==> src/rtl/beam_sum_pkg.sv <==
// Shared mic-array constants: beamformer defaults, delay-stage sizing and
// the beam-summer state encoding.
package beam_sum_pkg;

    // Beamformer defaults
    localparam int NUM_MICS_DEF   = 16;
    localparam int DW_DEF         = 19;
    localparam int NORM_SHIFT_DEF = 4;

    // Delay-stage constants (sample-delay lines ahead of the summer)
    localparam int MAX_DELAY      = 32;
    localparam int DELAY_W        = $clog2(MAX_DELAY);

    // Beam-summer sequencing states
    typedef enum logic [1:0] {
        ST_IDLE  = 2'd0,
        ST_ACCUM = 2'd1,
        ST_NORM  = 2'd2,
        ST_HOLD  = 2'd3
    } beam_state_e;

endpackage

==> src/rtl/beam_sum_sat_round_shift.sv <==
// Round-half-up arithmetic right shift followed by saturation to OW bits.
module sat_round_shift #(
    parameter int IW = 23,
    parameter int OW = 19,
    parameter int SH = 4
) (
    input  logic signed [IW-1:0] acc_i,
    output logic        [OW-1:0] data_o
);

    // One guard bit so the rounding increment can never wrap the accumulator.
    localparam logic signed [IW:0] HALF = (IW+1)'(1) << (SH-1);
    localparam logic signed [IW:0] MAXV = {{(IW-OW+2){1'b0}}, {(OW-1){1'b1}}};
    localparam logic signed [IW:0] MINV = {{(IW-OW+2){1'b1}}, {(OW-1){1'b0}}};

    logic signed [IW:0] rounded;
    logic signed [IW:0] shifted;

    // Round, shift and clamp into the output range.
    always_comb begin
        rounded = {acc_i[IW-1], acc_i} + HALF;
        shifted = rounded >>> SH;
        if (shifted > MAXV) begin
            data_o = MAXV[OW-1:0];
        end else if (shifted < MINV) begin
            data_o = MINV[OW-1:0];
        end else begin
            data_o = shifted[OW-1:0];
        end
    end

endmodule

==> src/rtl/beam_sum.sv <==
// Delay-and-sum beam summer: serially accumulates the masked channels of one
// captured sample set, normalises with rounding/saturation and holds the
// result on a valid/ready output.
//
// state    | meaning
// ---------+-------------------------------------------------------------
// ST_IDLE  | waiting for pcm_valid; capture bus and mask on the strobe
// ST_ACCUM | adding channel cnt_q (0 .. NUM_MICS-1) into the accumulator
// ST_NORM  | rounding/saturating the sum into sum_data
// ST_HOLD  | sum_valid high until sum_ready; accept edge may recapture
module beam_sum
    import beam_sum_pkg::*;
#(
    parameter int NUM_MICS   = NUM_MICS_DEF,
    parameter int DW         = DW_DEF,
    parameter int NORM_SHIFT = NORM_SHIFT_DEF
) (
    input  logic                   clk,
    input  logic                   rst,
    input  logic                   pcm_valid,
    input  logic [NUM_MICS*DW-1:0] pcm_bus,
    input  logic [NUM_MICS-1:0]    chan_mask,
    output logic [DW-1:0]          sum_data,
    output logic                   sum_valid,
    input  logic                   sum_ready,
    output logic                   overrun
);

    localparam int AW = DW + NORM_SHIFT;
    localparam int CW = (NUM_MICS > 1) ? $clog2(NUM_MICS) : 1;
    localparam logic [CW-1:0] LAST_CH = CW'(NUM_MICS - 1);

    beam_state_e              state_q;
    logic [NUM_MICS*DW-1:0]   pcm_q;
    logic [NUM_MICS-1:0]      mask_q;
    logic signed [AW-1:0]     acc_q;
    logic [CW-1:0]            cnt_q;
    logic [DW-1:0]            sum_data_q;
    logic                     sum_valid_q;
    logic                     overrun_q;

    logic [DW-1:0]            ch_sel;
    logic                     ch_on;
    logic signed [AW-1:0]     addend;
    logic [DW-1:0]            norm_data;

    // Pick the channel addressed by the counter out of the captured set.
    always_comb begin
        ch_sel = '0;
        ch_on  = 1'b0;
        for (int k = 0; k < NUM_MICS; k++) begin
            if (cnt_q == CW'(k)) begin
                ch_sel = pcm_q[k*DW +: DW];
                ch_on  = mask_q[k];
            end
        end
        addend = ch_on ? {{NORM_SHIFT{ch_sel[DW-1]}}, ch_sel} : '0;
    end

    sat_round_shift #(
        .IW (AW),
        .OW (DW),
        .SH (NORM_SHIFT)
    ) u_sat (
        .acc_i  (acc_q),
        .data_o (norm_data)
    );

    // Sequencing FSM with registered outputs; strobes outside IDLE or the
    // accept edge are dropped and flagged as overrun.
    always_ff @(posedge clk or posedge rst) begin
        if (rst) begin
            state_q     <= ST_IDLE;
            pcm_q       <= '0;
            mask_q      <= '0;
            acc_q       <= '0;
            cnt_q       <= '0;
            sum_data_q  <= '0;
            sum_valid_q <= 1'b0;
            overrun_q   <= 1'b0;
        end else begin
            case (state_q)
                ST_IDLE: begin
                    if (pcm_valid) begin
                        pcm_q   <= pcm_bus;
                        mask_q  <= chan_mask;
                        acc_q   <= '0;
                        cnt_q   <= '0;
                        state_q <= ST_ACCUM;
                    end
                end
                ST_ACCUM: begin
                    acc_q <= acc_q + addend;
                    if (cnt_q == LAST_CH) begin
                        state_q <= ST_NORM;
                    end else begin
                        cnt_q <= cnt_q + 1'b1;
                    end
                    if (pcm_valid) overrun_q <= 1'b1;
                end
                ST_NORM: begin
                    sum_data_q  <= norm_data;
                    sum_valid_q <= 1'b1;
                    state_q     <= ST_HOLD;
                    if (pcm_valid) overrun_q <= 1'b1;
                end
                ST_HOLD: begin
                    if (sum_ready) begin
                        sum_valid_q <= 1'b0;
                        if (pcm_valid) begin
                            pcm_q   <= pcm_bus;
                            mask_q  <= chan_mask;
                            acc_q   <= '0;
                            cnt_q   <= '0;
                            state_q <= ST_ACCUM;
                        end else begin
                            state_q <= ST_IDLE;
                        end
                    end else if (pcm_valid) begin
                        overrun_q <= 1'b1;
                    end
                end
                default: state_q <= ST_IDLE;
            endcase
        end
    end

    assign sum_data  = sum_data_q;
    assign sum_valid = sum_valid_q;
    assign overrun   = overrun_q;

endmodule

==> config.mk <==
export PLATFORM = sky130hd
export DESIGN_NAME = beam_sum
export DESIGN_NICKNAME = d
export VERILOG_FILES = /design/src/rtl/beam_sum_pkg.sv /design/src/rtl/beam_sum_sat_round_shift.sv /design/src/rtl/beam_sum.sv
export SDC_FILE = /design/constraint.sdc
export NUM_CORES = 1
export LEC_CHECK = 0
export CAP_MARGIN = 40
export CORE_MARGIN = 2
export CORE_UTILIZATION = 38
export DETAILED_ROUTE_END_ITERATION = 10
export HOLD_SLACK_MARGIN = 0.08
export PLACE_DENSITY = 0.61
export SLEW_MARGIN = 0
export SYNTH_ARGS = -nofsm -noshare
export SYNTH_HDL_FRONTEND = slang
export SYNTH_SLANG_ARGS = --single-unit
==> constraint.sdc <==
create_clock -name clk -period 27 [get_ports clk]
set_clock_uncertainty 0.1 [all_clocks]
set_input_delay 5.4 -clock clk [delete_from_list [all_inputs] [get_ports clk]]
set_output_delay 5.4 -clock clk [all_outputs]
set_load 0.01 [all_outputs]
==> summary.md, run 1 <==
| Metric | Value |
|---|---|
| Power consumption | `0.00265 W` |
| Finished Core Util | `50.6%` |
| Main synth FF type | `dfrtp_1` |
| P_leak | `9.78 nW` |
| Starting Density | `38.3%` |
| Max FO, Critical Path | `165` |
| # setup viols final | `0` |
| Synth cell types | `69` |
| Synth Area per Inst | `12.1 sq um` |
| Synth area leaders | `dfrtp_1 (52%), mux2_2 (20%), ha_1 (2.3%)` |
| Post-Syn Instances | `1,460` |
| TritonCTS buffer count | `43` |
| FMAX | `0.133 GHz` |
| Largest net degree at the start of global routing | `174` |
| Total grt overflow | `0` |
| Critical Path AT | `8.18 ns` |
| Die Span X | `220 um` |
| DR vias | `13,366` |
| Startpoint Class | `input port` |
| Largest family of logic cells by synthesized area | `multiplexers` |
| Clock sink total | `370` |
| Worst Tran Pin Value | `1.12 ns` |
| Simple-gate share of the synthesized area | `6.95%` |
| CTS tree | `done` |
| CP most frequent cell | `buf_16` |
| Post-DP HPWL | `39.9 mm` |
| Area after DPL | `0.0219 sq mm` |
| Number of global-route vias before repair | `13,738` |
| Seq/Total Area, Yosys | `52.2%` |
| Path type of the worst setup path | `input port to async pin` |
| Root buf cell | `clkbuf_16` |
| DR WL/cell | `22.4 um` |
| First-pass GRT wire length | `81.3 mm` |
| Clk slew on worst S/H paths | `0.06 ns` |
| Nets | `2,136` |
| Status | `finished, final reports clean` |
| Dominant cell type by area after synthesis | `dfrtp_1` |
| Post-Synthesis Net Count | `1,817` |
| Postcts setup bufs | `0` |
| Worst-case clock buffer depth | `3` |
| Core region area | `0.0464 sq mm` |
| VDD IR max | `0.0567 mV` |
| RSZ-0062 raised after global routing | `false` |
| Hold_buf cts | `0` |
| Height of the die | `220 um` |
| WL final | `54.4 mm` |
| Compound-Gate Fraction of Synth Area | `13.6%` |
| Setup TNS | `0 ns` |
| Buffers on Ports | `344` |
| Fraction of final layout cells with drive strength greater than 1 | `24.2%` |
| Antenna viol nets, final | `0` |
| Top delay family on crit path | `buffers and inverters` |
| Hold WC Path Type | `flop to flop` |
| Hold depth | `1` |
| Finished layout cell area | `0.0235 sq mm` |
| GP Congestion | `0.859` |
| Number of synthesized flops with an enable pin | `0` |
| Critical path's slowest cell | `buf_12` |
| Asr flop ratio synth | `100%` |
| Post-CTS sizing | `0` |
| Post-Synth Adder-Cell Area | `2.37%` |
| XOR/XNOR Fraction of Synth Area | `1.53%` |
| Crit path time final | `7.54 ns` |
| Htree depth | `2` |
| Critical path's largest stage delay | `0.70 ns` |
| Final Max Slew Viols | `0` |
| FP Rows | `79` |
| Buf+Inv Stages, Crit Path | `6` |
| Synthesized area | `0.0177 sq mm` |
| Multi-input logic area | `0.00801 sq mm` |
| Yosys reg bits | `370` |
| Relative slew slack | `25.2%` |
| Post-route clock period utilization | `27.9%` |
| # IOs | `345` |
| Worst path depth | `6` |
| R2R depth | `19` |
| DRC | `0` |
| Tot GR Track Use | `22.4%` |
| CP endpoint kind | `async pin` |
| Worst-Skew Late Latency | `0.57 ns` |
| Initial antenna violation count | `33` |
| Post-synth top area share | `52.2%` |
| WP data required | `27.64 ns` |
| Drt first pass iters | `7` |
| Mux contribution to synthesized area | `20.4%` |
| PwrDens | `113 mW/mm^2` |
| Initial DRC count | `879` |
| Hold Fails Final Rpt | `0` |
| MaxCap Viol Count | `0` |
| FILL cells | `4,133` |
| Area Overhead vs Synth | `32.2%` |
| Vias per cell | `5.50` |
| Yosys Warn Count | `0` |
| Crit-path cells | `clkdlybuf4s50_1 > inv_8 > buf_16 > buf_12 > buf_4 > buf_16` |
| Die area | `0.0484 sq mm` |
| Reg area | `0.00926 sq mm` |
-- layer usage --
layer | track usage (%) | vias up | routed length, um
li1 | - | 6131 | -
met5 | 1.25 | - | 263
met1 | 28.0 | 6712 | 22200
met2 | 36.5 | 371 | 26300
met4 | 7.32 | 40 | 1260
met3 | 7.16 | 112 | 4300
-- flip-flops by register name, indices dropped and copies added (netlist names) --
name / flops
state_q: 2
overrun: 1
sum_valid: 1
cnt_q: 4
pcm_q: 304
sum_data: 19
mask_q: 16
acc_q: 23
-- layout by cell type (no fill, tap or decap), drive strengths merged, types with 19 or more instances in the layout --
cell / count
a31oi: 19
a21oi: 63
nand2: 63
mux2: 321
ha: 32
a222oi: 32
clkbuf: 67
nand3: 26
a221oi: 21
clkdlybuf4s50: 344
o21ai: 80
dfrtp: 370
nor2: 46
nor3: 28
inv: 23
buf: 30
-- report_power, final --
part	switching, W	internal (W)	leakage (nW)
registers	0.000153	0.000833	4.40
logic	0.000522	0.000534	4.64
clock network	0.000235	0.000372	0.744
total	0.000909	0.00174	9.78
-- Yosys cell counts, types with 11 or more instances --
cell type / n
a211oi_1: 11
a222oi_1: 32
inv_1: 22
nor2_1: 46
a31oi_1: 19
nor3_1: 27
mux2_2: 321
a221oi_1: 21
o21ai_0: 77
o22a_1: 18
and3_1: 16
buf_2: 13
o221ai_1: 17
nand3_1: 26
ha_1: 32
xnor2_1: 13
xor2_1: 18
a22o_1: 18
nand2_1: 63
dfrtp_1: 370
a22oi_1: 18
a21oi_1: 63
clkbuf_1: 77
-- path summary, 6_finish.rpt --
check	startpoint	endpoint	slack (ns)
max	rst	pcm_q[171]	19.46
min	overrun	overrun	0.39
max reg2reg	cnt_q[0]	acc_q[18]	21.19
min reg2reg	overrun	overrun	0.39
max in group clk	sum_ready	pcm_q[23]	19.59
min in group asynchronous	rst	pcm_q[243]	5.06
-- layout make-up --
class | instances | area share, %
Timing Repair Buffer | 374 | 16.3
Clock inverter | 11 | 0.619
Inverter | 22 | 0.384
Sequential cell | 370 | 39.5
Clock buffer | 67 | 5.75
Multi-Input combinational cell | 968 | 34.1
Tap cell | 607 | 3.24
Antenna cell | 12 | 0.128
-- stage by stage --
step	worst slack (ns)	std cells	hold WS (ns)
after floorplan	11.23	1460	0.356
after global placement	18.45	2332	0.375
after detailed placement	18.74	2341	0.374
after CTS	19.34	2419	0.400
after global routing	19.07	2429	0.407
final	19.46	2431	0.395
-- cell families after synthesis --
group | after synthesis
flip-flops | 370
AO/OA/AOI/OAI | 346
multiplexers | 322
AND/OR/NAND/NOR | 236
buffers and inverters | 122
adder cells (fa/ha/maj) | 33
XOR/XNOR | 31
Note: power is estimated with default switching activity, not from simulation.
==> inputs of run 2 (changes only) <==
Settings changed: PLACE_DENSITY 0.61 to 0.63.
Clock period 27 ns to 6.6 ns, I/O delays scaled along.
==> run 2 against run 1 <==
Net effect: worst hold slack better by 0.0053 ns; sequential share of layout area rose by 0.29 points; die area unchanged; critical path depth increased by 12; core utilization is 0.38 points lower; sequential power rose to 4.2 times the previous value; setup slack got worse by 19 ns; clock power rose to 3.9 times the previous value; final cell count is 0.33% lower; via count is 1.2% higher; largest power group unchanged.
==> summary.md, run 2 (synthesis gave the netlist of run 1 again) <==
| Metric | Value |
|---|---|
| Worst Tran Pin Value | `0.898 ns` |
| WP data required | `6.95 ns` |
| First-pass GRT wire length | `82.8 mm` |
| Comb pwr share | `39.1%` |
| # IOs | `345` |
| Switching power total | `0.00372 W` |
| Height of the die | `220 um` |
| Most frequent cells in the layout | `dfrtp_1 (370), clkdlybuf4s50_1 (344), mux2_2 (321)` |
| CTS tree | `done` |
| RSZ-0062 raised after global routing | `false` |
| Total grt overflow | `0` |
| Vias per cell | `5.58` |
| Area Overhead vs Synth | `31.3%` |
| Area after DPL | `0.0218 sq mm` |
| Post-DP HPWL | `41.6 mm` |
| Startpoint Class | `flop` |
| Buf+Inv Stages, Crit Path | `1` |
| FILL cells | `4,101` |
| Final Max Slew Viols | `0` |
| Root buf cell | `clkbuf_16` |
| Most flops, register | `pcm_q` |
| Initial antenna violation count | `23` |
| DR vias | `13,527` |
| Status | `finished, final reports clean` |
| Initial DRC count | `1,062` |
| Hold path start | `pcm_q[186]` |
| P_leak | `9.71 nW` |
| Clock sink total | `370` |
| FMAX | `0.175 GHz` |
| Path type of the worst setup path | `flop to flop` |
| CP most frequent cell | `nor3_1` |
| Largest register FFs | `304` |
| Fraction of final layout cells with drive strength greater than 1 | `24.0%` |
| Critical path's largest stage delay | `0.70 ns` |
| DRC | `0` |
| DR WL/cell | `22.9 um` |
| Largest net degree at the start of global routing | `135` |
| Clk slew on worst S/H paths | `0.06 ns` |
| Antenna viol nets, final | `0` |
| Crit path time final | `5.70 ns` |
| Worst-Skew Late Latency | `0.57 ns` |
| WL final | `55.5 mm` |
| TritonCTS buffer count | `42` |
| VDD IR max | `0.212 mV` |
| Die area | `0.0484 sq mm` |
| Critical Path AT | `6.05 ns` |
| RR Startpoint | `cnt_q[0]` |
| Core region area | `0.0464 sq mm` |
| Critical path's slowest cell | `or3b_2` |
| Worst-case clock buffer depth | `3` |
| Starting Density | `38.3%` |
| Post-route clock period utilization | `86.4%` |
| Hold_buf cts | `0` |
| # setup viols final | `0` |
| Hold Fails Final Rpt | `0` |
| Nets | `2,134` |
| Sequential Power Share | `38.6%` |
| Crit-path cells | `inv_1 > ha_1 > or3b_2 > nor2_1 > nor3_1 > o21ai_0 > a31oi_1 > o221ai_1 > a21oi_1 > ha_1 > fa_1 > a211oi_1 > nor3_1 > nor3_1 > nor3_1 > o211a_1 > or3_1 > a32o_1` |
| Htree depth | `2` |
| Setup TNS | `0 ns` |
| R2r setup slk | `0.90 ns` |
| Tot GR Track Use | `22.8%` |
| MaxCap Viol Count | `0` |
| Finished layout cell area | `0.0233 sq mm` |
| Reg area | `0.00926 sq mm` |
| Commonest non-fill, non-tap cell in the layout | `dfrtp_1` |
| Postcts setup bufs | `0` |
| Clock Power Share | `22.3%` |
| Die Span X | `220 um` |
| FP Rows | `79` |
| Buffers on Ports | `344` |
| Relative slew slack | `40.2%` |
| Drt first pass iters | `5` |
| R2R depth | `18` |
| Top delay family on crit path | `simple AND/OR/NAND/NOR gates` |
| PwrDens | `461 mW/mm^2` |
| Post-CTS sizing | `0` |
| Max FO, Critical Path | `23` |
| Multi-input logic area | `0.00800 sq mm` |
| Worst Hold End | `pcm_q[186]` |
| CP endpoint kind | `flop` |
| Number of global-route vias before repair | `13,833` |
| GP Congestion | `0.925` |
| Hold depth | `1` |
| Sw frac | `34.7%` |
| P_int | `0.00701 W` |
| Hold WC Path Type | `flop to flop` |
| R2r endpoint | `acc_q[18]` |
run 2: how the worst max path moves through the flow:
stage / from / to / slack (ns) / cells after the start
after global placement: cnt_q[0] / acc_q[18] / 0.89 / 17
final: cnt_q[0] / acc_q[18] / 0.90 / 18
after CTS: cnt_q[0] / acc_q[18] / 0.91 / 18
after floorplan: rst / acc_q[0] / 0.21 / 1
after global routing: cnt_q[0] / acc_q[18] / 0.50 / 18
after detailed placement: cnt_q[0] / acc_q[18] / 0.95 / 18
run 2: stage by stage:
| step | std cells | hold WS, ns | setup WS (ns) | util, % | total power, W |
|---|---|---|---|---|---|
| floorplan | 1460 | 0.356 | 0.214 | - | 0.00689 |
| global placement | 2336 | 0.379 | 0.889 | 47.0 | 0.00817 |
| detailed placement | 2340 | 0.383 | 0.954 | 47.1 | 0.00834 |
| CTS | 2415 | 0.399 | 0.909 | 50.2 | 0.0108 |
| global route | 2419 | 0.411 | 0.500 | 50.2 | 0.0113 |
| finish | 2423 | 0.400 | 0.899 | 50.2 | 0.0107 |
run 2: area by class of cell:
cell class,instances,area share [%]
Multi-Input combinational cell,968,34.4
Timing Repair Buffer,373,16.0
Sequential cell,370,39.8
Clock inverter,17,0.919
Antenna cell,8,0.0860
Clock buffer,58,5.16
Inverter,22,0.371
Tap cell,607,3.26
run 2: power groups by stage:
stage	clock, W	combinational [W]	sequential, W
final	0.00239	0.00419	0.00414
after global routing	0.00253	0.00455	0.00425
after CTS	0.00244	0.00419	0.00414
after detailed placement	0	0.00417	0.00417
after global placement	0	0.00404	0.00413
after floorplan	0	0.00301	0.00388
run 2: per-layer routing:
metal | up-vias | part of all wire (%) | GRT usage, %
met3 | 84 | 7.7 | 6.06
li1 | 6140 | - | -
met2 | 462 | 48 | 37.6
met1 | 6813 | 41 | 29.2
met4 | 28 | 2.5 | 6.85
met5 | - | 0.30 | 0
